[src/rtl/cpu_defs.sv]
// Shared CPU definitions: datapath width defaults and fetch FSM state encoding,
// common to fetch_controller and ProgramCounter.
package cpu_defs;

    localparam int ADDR_W_DEF = 8;
    localparam int DATA_W_DEF = 16;

    localparam logic [1:0] IDLE = 2'd0;
    localparam logic [1:0] REQ  = 2'd1;
    localparam logic [1:0] HOLD = 2'd2;

    typedef enum logic [1:0] {
        FS_IDLE = IDLE,
        FS_REQ  = REQ,
        FS_HOLD = HOLD
    } fetch_state_e;

endpackage

[src/rtl/fetch_timeout.sv]
// Counts REQ cycles without an acknowledge; expired fires on the cycle that
// would bring the count to TIMEOUT.
module fetch_timeout #(
    parameter int TIMEOUT = 15
) (
    input  logic clk,
    input  logic reset,
    input  logic clear,
    input  logic count,
    output logic expired
);

    localparam logic [3:0] LAST = 4'(TIMEOUT - 1);

    logic [3:0] cnt_q, cnt_d;

    always_comb begin
        cnt_d = cnt_q;
        if (clear)
            cnt_d = '0;
        else if (count && cnt_q != 4'hF)
            cnt_d = cnt_q + 4'd1;
    end

    // count and clear are never active together, so no clear term is needed here
    assign expired = count && (cnt_q == LAST);

    always_ff @(posedge clk or posedge reset) begin
        if (reset)
            cnt_q <= '0;
        else
            cnt_q <= cnt_d;
    end

endmodule

[src/rtl/fetch_controller.sv]
// Instruction fetch sequencer: requests the word at pc, holds it for the
// decoder and pulses enable_increment once per acknowledged fetch.
//   state | meaning
//   IDLE  | no fetch outstanding, waiting for halt/flush/error to clear
//   REQ   | imem_req asserted, waiting for imem_ack or timeout
//   HOLD  | instr_valid asserted, waiting for instr_ready
module fetch_controller
    import cpu_defs::*;
#(
    parameter int ADDR_W  = ADDR_W_DEF,
    parameter int DATA_W  = DATA_W_DEF,
    parameter int TIMEOUT = 15
) (
    input  logic              clk,
    input  logic              reset,
    input  logic [ADDR_W-1:0] pc,
    output logic              enable_increment,
    output logic              imem_req,
    output logic [ADDR_W-1:0] imem_addr,
    input  logic              imem_ack,
    input  logic [DATA_W-1:0] imem_rdata,
    output logic [DATA_W-1:0] instr,
    output logic [ADDR_W-1:0] instr_pc,
    output logic              instr_valid,
    input  logic              instr_ready,
    input  logic              flush,
    input  logic              halt,
    output logic              fetch_error
);

    fetch_state_e      state_q, state_d;
    logic              start_q;
    logic              imem_req_q, imem_req_d;
    logic              instr_valid_q, instr_valid_d;
    logic              en_inc_q, en_inc_d;
    logic              err_q, err_d;
    logic [DATA_W-1:0] instr_q, instr_d;
    logic [ADDR_W-1:0] instr_pc_q, instr_pc_d;
    logic [15:0]       fetch_count_q, fetch_count_d;
    logic              tmo_clear, tmo_count, tmo_expired;

    fetch_timeout #(.TIMEOUT(TIMEOUT)) u_timeout (
        .clk     (clk),
        .reset   (reset),
        .clear   (tmo_clear),
        .count   (tmo_count),
        .expired (tmo_expired)
    );

    assign tmo_count = (state_q == FS_REQ) && !flush && !imem_ack;
    assign tmo_clear = (state_d == FS_REQ) && (state_q != FS_REQ);

    always_comb begin
        state_d       = state_q;
        instr_d       = instr_q;
        instr_pc_d    = instr_pc_q;
        err_d         = err_q;
        fetch_count_d = fetch_count_q;
        en_inc_d      = 1'b0;
        case (state_q)
            FS_IDLE: begin
                // start_q delays the first request by one edge after reset release
                if (!flush && !halt && !err_q && start_q)
                    state_d = FS_REQ;
            end
            FS_REQ: begin
                if (flush) begin
                    state_d = FS_IDLE;
                end else if (imem_ack) begin
                    instr_d    = imem_rdata;
                    instr_pc_d = pc;
                    en_inc_d   = 1'b1;
                    state_d    = FS_HOLD;
                end else if (tmo_expired) begin
                    err_d   = 1'b1;
                    state_d = FS_IDLE;
                end
            end
            FS_HOLD: begin
                if (flush) begin
                    state_d = FS_IDLE;
                end else if (instr_ready) begin
                    fetch_count_d = fetch_count_q + 16'd1;
                    state_d       = halt ? FS_IDLE : FS_REQ;
                end
            end
            default: state_d = FS_IDLE;
        endcase
        imem_req_d    = (state_d == FS_REQ);
        instr_valid_d = (state_d == FS_HOLD);
    end

    always_ff @(posedge clk or posedge reset) begin
        if (reset) begin
            state_q       <= FS_IDLE;
            start_q       <= 1'b0;
            imem_req_q    <= 1'b0;
            instr_valid_q <= 1'b0;
            en_inc_q      <= 1'b0;
            err_q         <= 1'b0;
            instr_q       <= '0;
            instr_pc_q    <= '0;
            fetch_count_q <= '0;
        end else begin
            state_q       <= state_d;
            start_q       <= 1'b1;
            imem_req_q    <= imem_req_d;
            instr_valid_q <= instr_valid_d;
            en_inc_q      <= en_inc_d;
            err_q         <= err_d;
            instr_q       <= instr_d;
            instr_pc_q    <= instr_pc_d;
            fetch_count_q <= fetch_count_d;
        end
    end

    assign imem_req         = imem_req_q;
    assign imem_addr        = imem_req_q ? pc : '0;
    assign instr_valid      = instr_valid_q;
    assign enable_increment = en_inc_q;
    assign fetch_error      = err_q;
    assign instr            = instr_q;
    assign instr_pc         = instr_pc_q;

endmodule

[config.mk]
export PLATFORM = sky130hd
export DESIGN_NAME = fetch_controller
export DESIGN_NICKNAME = d
export VERILOG_FILES = /design/src/rtl/cpu_defs.sv /design/src/rtl/fetch_timeout.sv /design/src/rtl/fetch_controller.sv
export SDC_FILE = /design/constraint.sdc
export NUM_CORES = 1
export LEC_CHECK = 0
export ABC_AREA = 1
export CORE_AREA = 2 2 64 66
export CTS_CLUSTER_SIZE = 8
export DETAILED_ROUTE_END_ITERATION = 6
export DIE_AREA = 0 0 66 68
export PLACE_DENSITY = 0.79
export SLEW_MARGIN = 40
export SYNTH_ARGS = -nofsm -noshare
export SYNTH_HDL_FRONTEND = slang
export SYNTH_SLANG_ARGS = --single-unit
export TNS_END_PERCENT = 20
[constraint.sdc]
create_clock -name clk -period 1.5 [get_ports clk]
set_input_delay 0.375 -clock clk [delete_from_list [all_inputs] [get_ports clk]]
set_output_delay 0.375 -clock clk [all_outputs]
set_load 0.02 [all_outputs]
Word-level counts from Yosys, hierarchy flattened
Cells that the tools add are included.

Register bits after elaboration: 35.

Reduce and logical (&&, ||, !) cells: 16. Multiplexer cells: 14. Eq/ne operators: 7. Bitwise operators: 2. $add $sub $neg: 1.

Operators by type and width (number): $mux W2 (6); $logic_and A1 B1 Y1 (8); $mux W4 (2); $mux W8 (1); $pmux W2 S3 (1); $add A4 B1 Y4 const B (1); $eq A2 B1 Y1 const B (2); $eq A2 B2 Y1 const B (2); $eq A4 B4 Y1 const B (1); $logic_not A1 Y1 (4); $mux W1 (4); $ne A4 B4 Y1 const B (1); $reduce_and A4 Y1 (1); $reduce_and A3 Y1 (1); $logic_not A2 Y1 (1); $ne A2 B1 Y1 const B (1); $not A1 Y1 (2); $reduce_bool A2 Y1 (1).

Depth between registers and ports, before layout
Depth in word-level cells: 11. Depth in mapped cells: 7. Depth with buffers taken out: 7.

Modules after synthesis
A second synthesis with hierarchy kept.

Cells, all modules: 186. Area, all modules: 1567.8 um^2.

Modules (own cells, without submodules): fetch_controller (cells each 152, instances 1, sequential area each 775.7 um^2, area an instance 1317.5 um^2); fetch_timeout (cells each 34, instances 1, sequential area each 100.1 um^2, area an instance 250.2 um^2).

Worst setup path after synthesis
Ideal clock, no wire load.

Kind: flip-flop to output port. Start: register imem_req_q, in the netlist imem_req. End: output port imem_addr[0]. Required time: 1125 ps. Buffers on the path: 1. Setup slack: 231 ps. Cell stages (with the launch flop): 4. Data arrival time: 894 ps. Path through: dfrtp_1 -> clkbuf_1 -> nand2_1 -> inv_1.

Longest elaborated chain between the ends: 1.

Ends and longest elaborated chain: start, declared (RTL line fetch_controller.sv:33) `logic imem_req_q, imem_req_d;`; start signal, assigned (RTL line fetch_controller.sv:107) `imem_req_q <= imem_req_d;`; $mux W8 (RTL line fetch_controller.sv:118) `assign imem_addr = imem_req_q ? pc : '0;`; end, declared (RTL line fetch_controller.sv:19) `output logic [ADDR_W-1:0] imem_addr,`.

No other way between the ends.

Final worst setup path
Start: register imem_req_q, in the netlist imem_req. End: output port imem_req.

RTL lines: end, declared (RTL line fetch_controller.sv:18) `output logic imem_req,`.

No word-level cell between the ends.

==> results.yml <==
critical_path:
  crit_path_top_delay_cell: "dfrtp_2"
  crit_chain: "dlygate4sd2_1"
  path_buf_inv: 1
  worstPathMaxFanout: 9
  cp.required_ns: 1.12
  critPathArrivalTime_ns: 1.09
  cpPeakStageDelay_ns: 0.47
  start_kind: "flop"
  path_delay_family: "flip-flops"
  cp-end-kind: "primary output"
  worst-setup-path-type: "flop to primary output"
synth:
  synthXorXnorAreaFrac: 0.00575
  synthDistinctLibCells: 19
  synth_commonest_cells: "nand2_1 (93), dfrtp_1 (35), inv_1 (16)"
  syn-num-nets: 212
  ys_top_cells_by_area: "dfrtp_1 (57%), nand2_1 (23%), nand3_1 (3.9%)"
  yosys_warnings: 0
  synth_edf_count: 0
  muxShareOfSynthArea: 0
  synth_top_family_by_area: "simple AND/OR/NAND/NOR gates"
  synthCells: 180
  synth_ff_type: "dfrtp_1"
  synthAdderAreaFrac: 0.0164
  yosys.area.top_type: "dfrtp_1"
  yosysMostFrequentCell: "nand2_1"
  synthesis.area_um2: 1520
  ys_seq_elements: 35
  synth-compound-area-share: 0.0148
  seq_area_frac_synth: 0.575
  synth_top_area_share: 0.575
  yosys.area_share.simple: 0.319
  synthArstFlopShare: 1.00
  syn_area_per_cell_um2: 8.47
global_routing:
  grt_use_met3: 0.0395
  antenna_found_initial: 0
  grt_pass1_vias: 1288
  grt_util_met2: 0.298
  grt.total_usage: 0.168
  grt_pass1_wl_um: 5670
  grt_max_degree: 36
  overflow: 0
  top_usage_layer: "met2"
  use_met1: 0.197
die:
  initial_utilization: 0.395
  die_w_um: 66
  die_y_um: 68
  ios: 66
  dieArea_um2: 4490
  core_area_um2: 3860
  row_count: 23
run_status:
  status: "completed"
cts:
  cts_hold_buf: 0
  cts_root_buffer: "clkbuf_8"
  clkLatencyLatePin_ns: 0.28
  clockBufferDepth: 2
  cts_buffers: 5
  clkSinkCount: 35
  cts_tree: "yes"
  clk_pin_slew_ns: 0.06
  htreeDepth: 2
sta:
  skew_ns: 0.00530
  final_hold_viol_count: 0
  rsz0062_at_grt: "true"
  layout_min_cycle_time_ns: 1.47
  fin_crit_sh: 0.978
  whs_ns: 0.340
  report.final.slew_viol_count: 0
  setup_viol: 0
  fmax_ghz: 0.682
power_and_ir_drop:
  p_per_area_nw_per_um2: 1220
  peakVddDrop_mv: 0.710
  p_leak_uw: 0.00142
detailed_routing:
  postRouteAntennaNets: 0
  wire_per_inst_um: 11.2
  routed_wl_um: 3480
  via_per_inst: 4.45
  drtIter0Drc: 60
  first_pass_iters: 4
  num_vias: 1385
  drc: 0
place:
  io_buffers: 65
  hpwl_um: 2650
  place.gp.congestion: 0.813
  dp_cells: 303
finish:
  diodes: 0
  fillers: 367
  drive_gt1_frac: 0.149
  syn_to_final_growth_pct: 58.5
  fin_cells: 311
  seqCellArea_um2: 877
  nets: 292
  multi_input_area_um2: 548
hold_path:
  hold_class: "primary input to flop"
run:
  drv_cap: 0
routing by layer:
| layer | vias up | part of all wire | wire, um |
|---|---|---|---|
| li1 | 708 | - | - |
| met1 | 629 | 0.41 | 1420 |
| met2 | 42 | 0.52 | 1800 |
| met3 | 6 | 0.057 | 199 |
| met4 | 0 | 0.017 | 59 |
| met5 | - | 0 | 0 |
cell type report:
| type | instances | area share |
|---|---|---|
| Clock inverter | 2 | 0.0145 |
| Sequential cell | 35 | 0.363 |
| Timing Repair Buffer | 78 | 0.308 |
| Tap cell | 50 | 0.0259 |
| Clock buffer | 6 | 0.0342 |
| Multi-Input combinational cell | 122 | 0.227 |
| Inverter | 18 | 0.0280 |
placed cells by master, fill, tap and decap left out, drive strengths merged, types with 2 or more instances in the layout:
| cell type | Yosys | routed |
|---|---|---|
| buf | 3 | 21 |
| clkbuf | 2 | 6 |
| clkdlybuf4s50 | 0 | 25 |
| dfrtp | 35 | 35 |
| dlygate4sd2 | 0 | 28 |
| dlymetal6s2s | 0 | 4 |
| ha | 2 | 2 |
| inv | 18 | 18 |
| nand2 | 95 | 95 |
| nand3 | 13 | 13 |
| nor2 | 5 | 5 |
| o31ai | 2 | 2 |
sequential cells by signal, indices dropped and copies added (netlist names):
| signal | flops |
|---|---|
| u_timeout.cnt_q | 4 |
| instr | 16 |
| state_q | 2 |
| instr_pc | 8 |
| instr_valid | 1 |
| start_q | 1 |
| imem_req | 1 |
| fetch_error | 1 |
| enable_increment | 1 |
path summary, 6_finish.rpt:
path,from,end,slack [ns],cells past startpoint
worst max-delay path,imem_req,imem_req,0.03,1
worst min-delay path,pc[7],instr_pc[7],0.34,3
worst max register to register,u_timeout.cnt_q[0],u_timeout.cnt_q[2],0.18,6
worst min register to register,instr[4],instr[4],0.47,2
max in group asynchronous,reset,imem_req,0.86,3
min in group asynchronous,reset,instr[5],0.45,3
power by group:
part / internal [uW] / leakage, uW / switching (uW)
logic: 368 / 0.000911 / 487
clock network: 537 / 0.0000612 / 308
registers: 1140 / 0.000452 / 103
repair_timing:
item / CTS / global route
gates resized for setup: 59 / 20
endpoints found under the setup margin: 36 / 12
buffers inserted: 0 / 0
metrics by stage:
| stage | setup TNS [ns] | utilization | cell area (um^2) | power (uW) | worst slack [ns] |
|---|---|---|---|---|---|
| after floorplan | 0 | - | 1520 | 1710 | 0.231 |
| after global placement | -5.33 | 0.603 | 2320 | 2240 | -0.440 |
| after detailed placement | -6.11 | 0.603 | 2320 | 2270 | -0.447 |
| after CTS | -0.147 | 0.616 | 2370 | 2980 | -0.147 |
| after global routing | -0.0316 | 0.627 | 2420 | 3120 | -0.0147 |
| final | 0 | 0.627 | 2420 | 2940 | 0.0329 |
kinds of logic after synthesis:
kind of cell    Yosys count
flops                    35
other cells               1
compound gates            3
buf+inv                  23
fa+ha+maj                 2
simple gates            115
xor+xnor                  1
(Power assumes the default switching activity.)
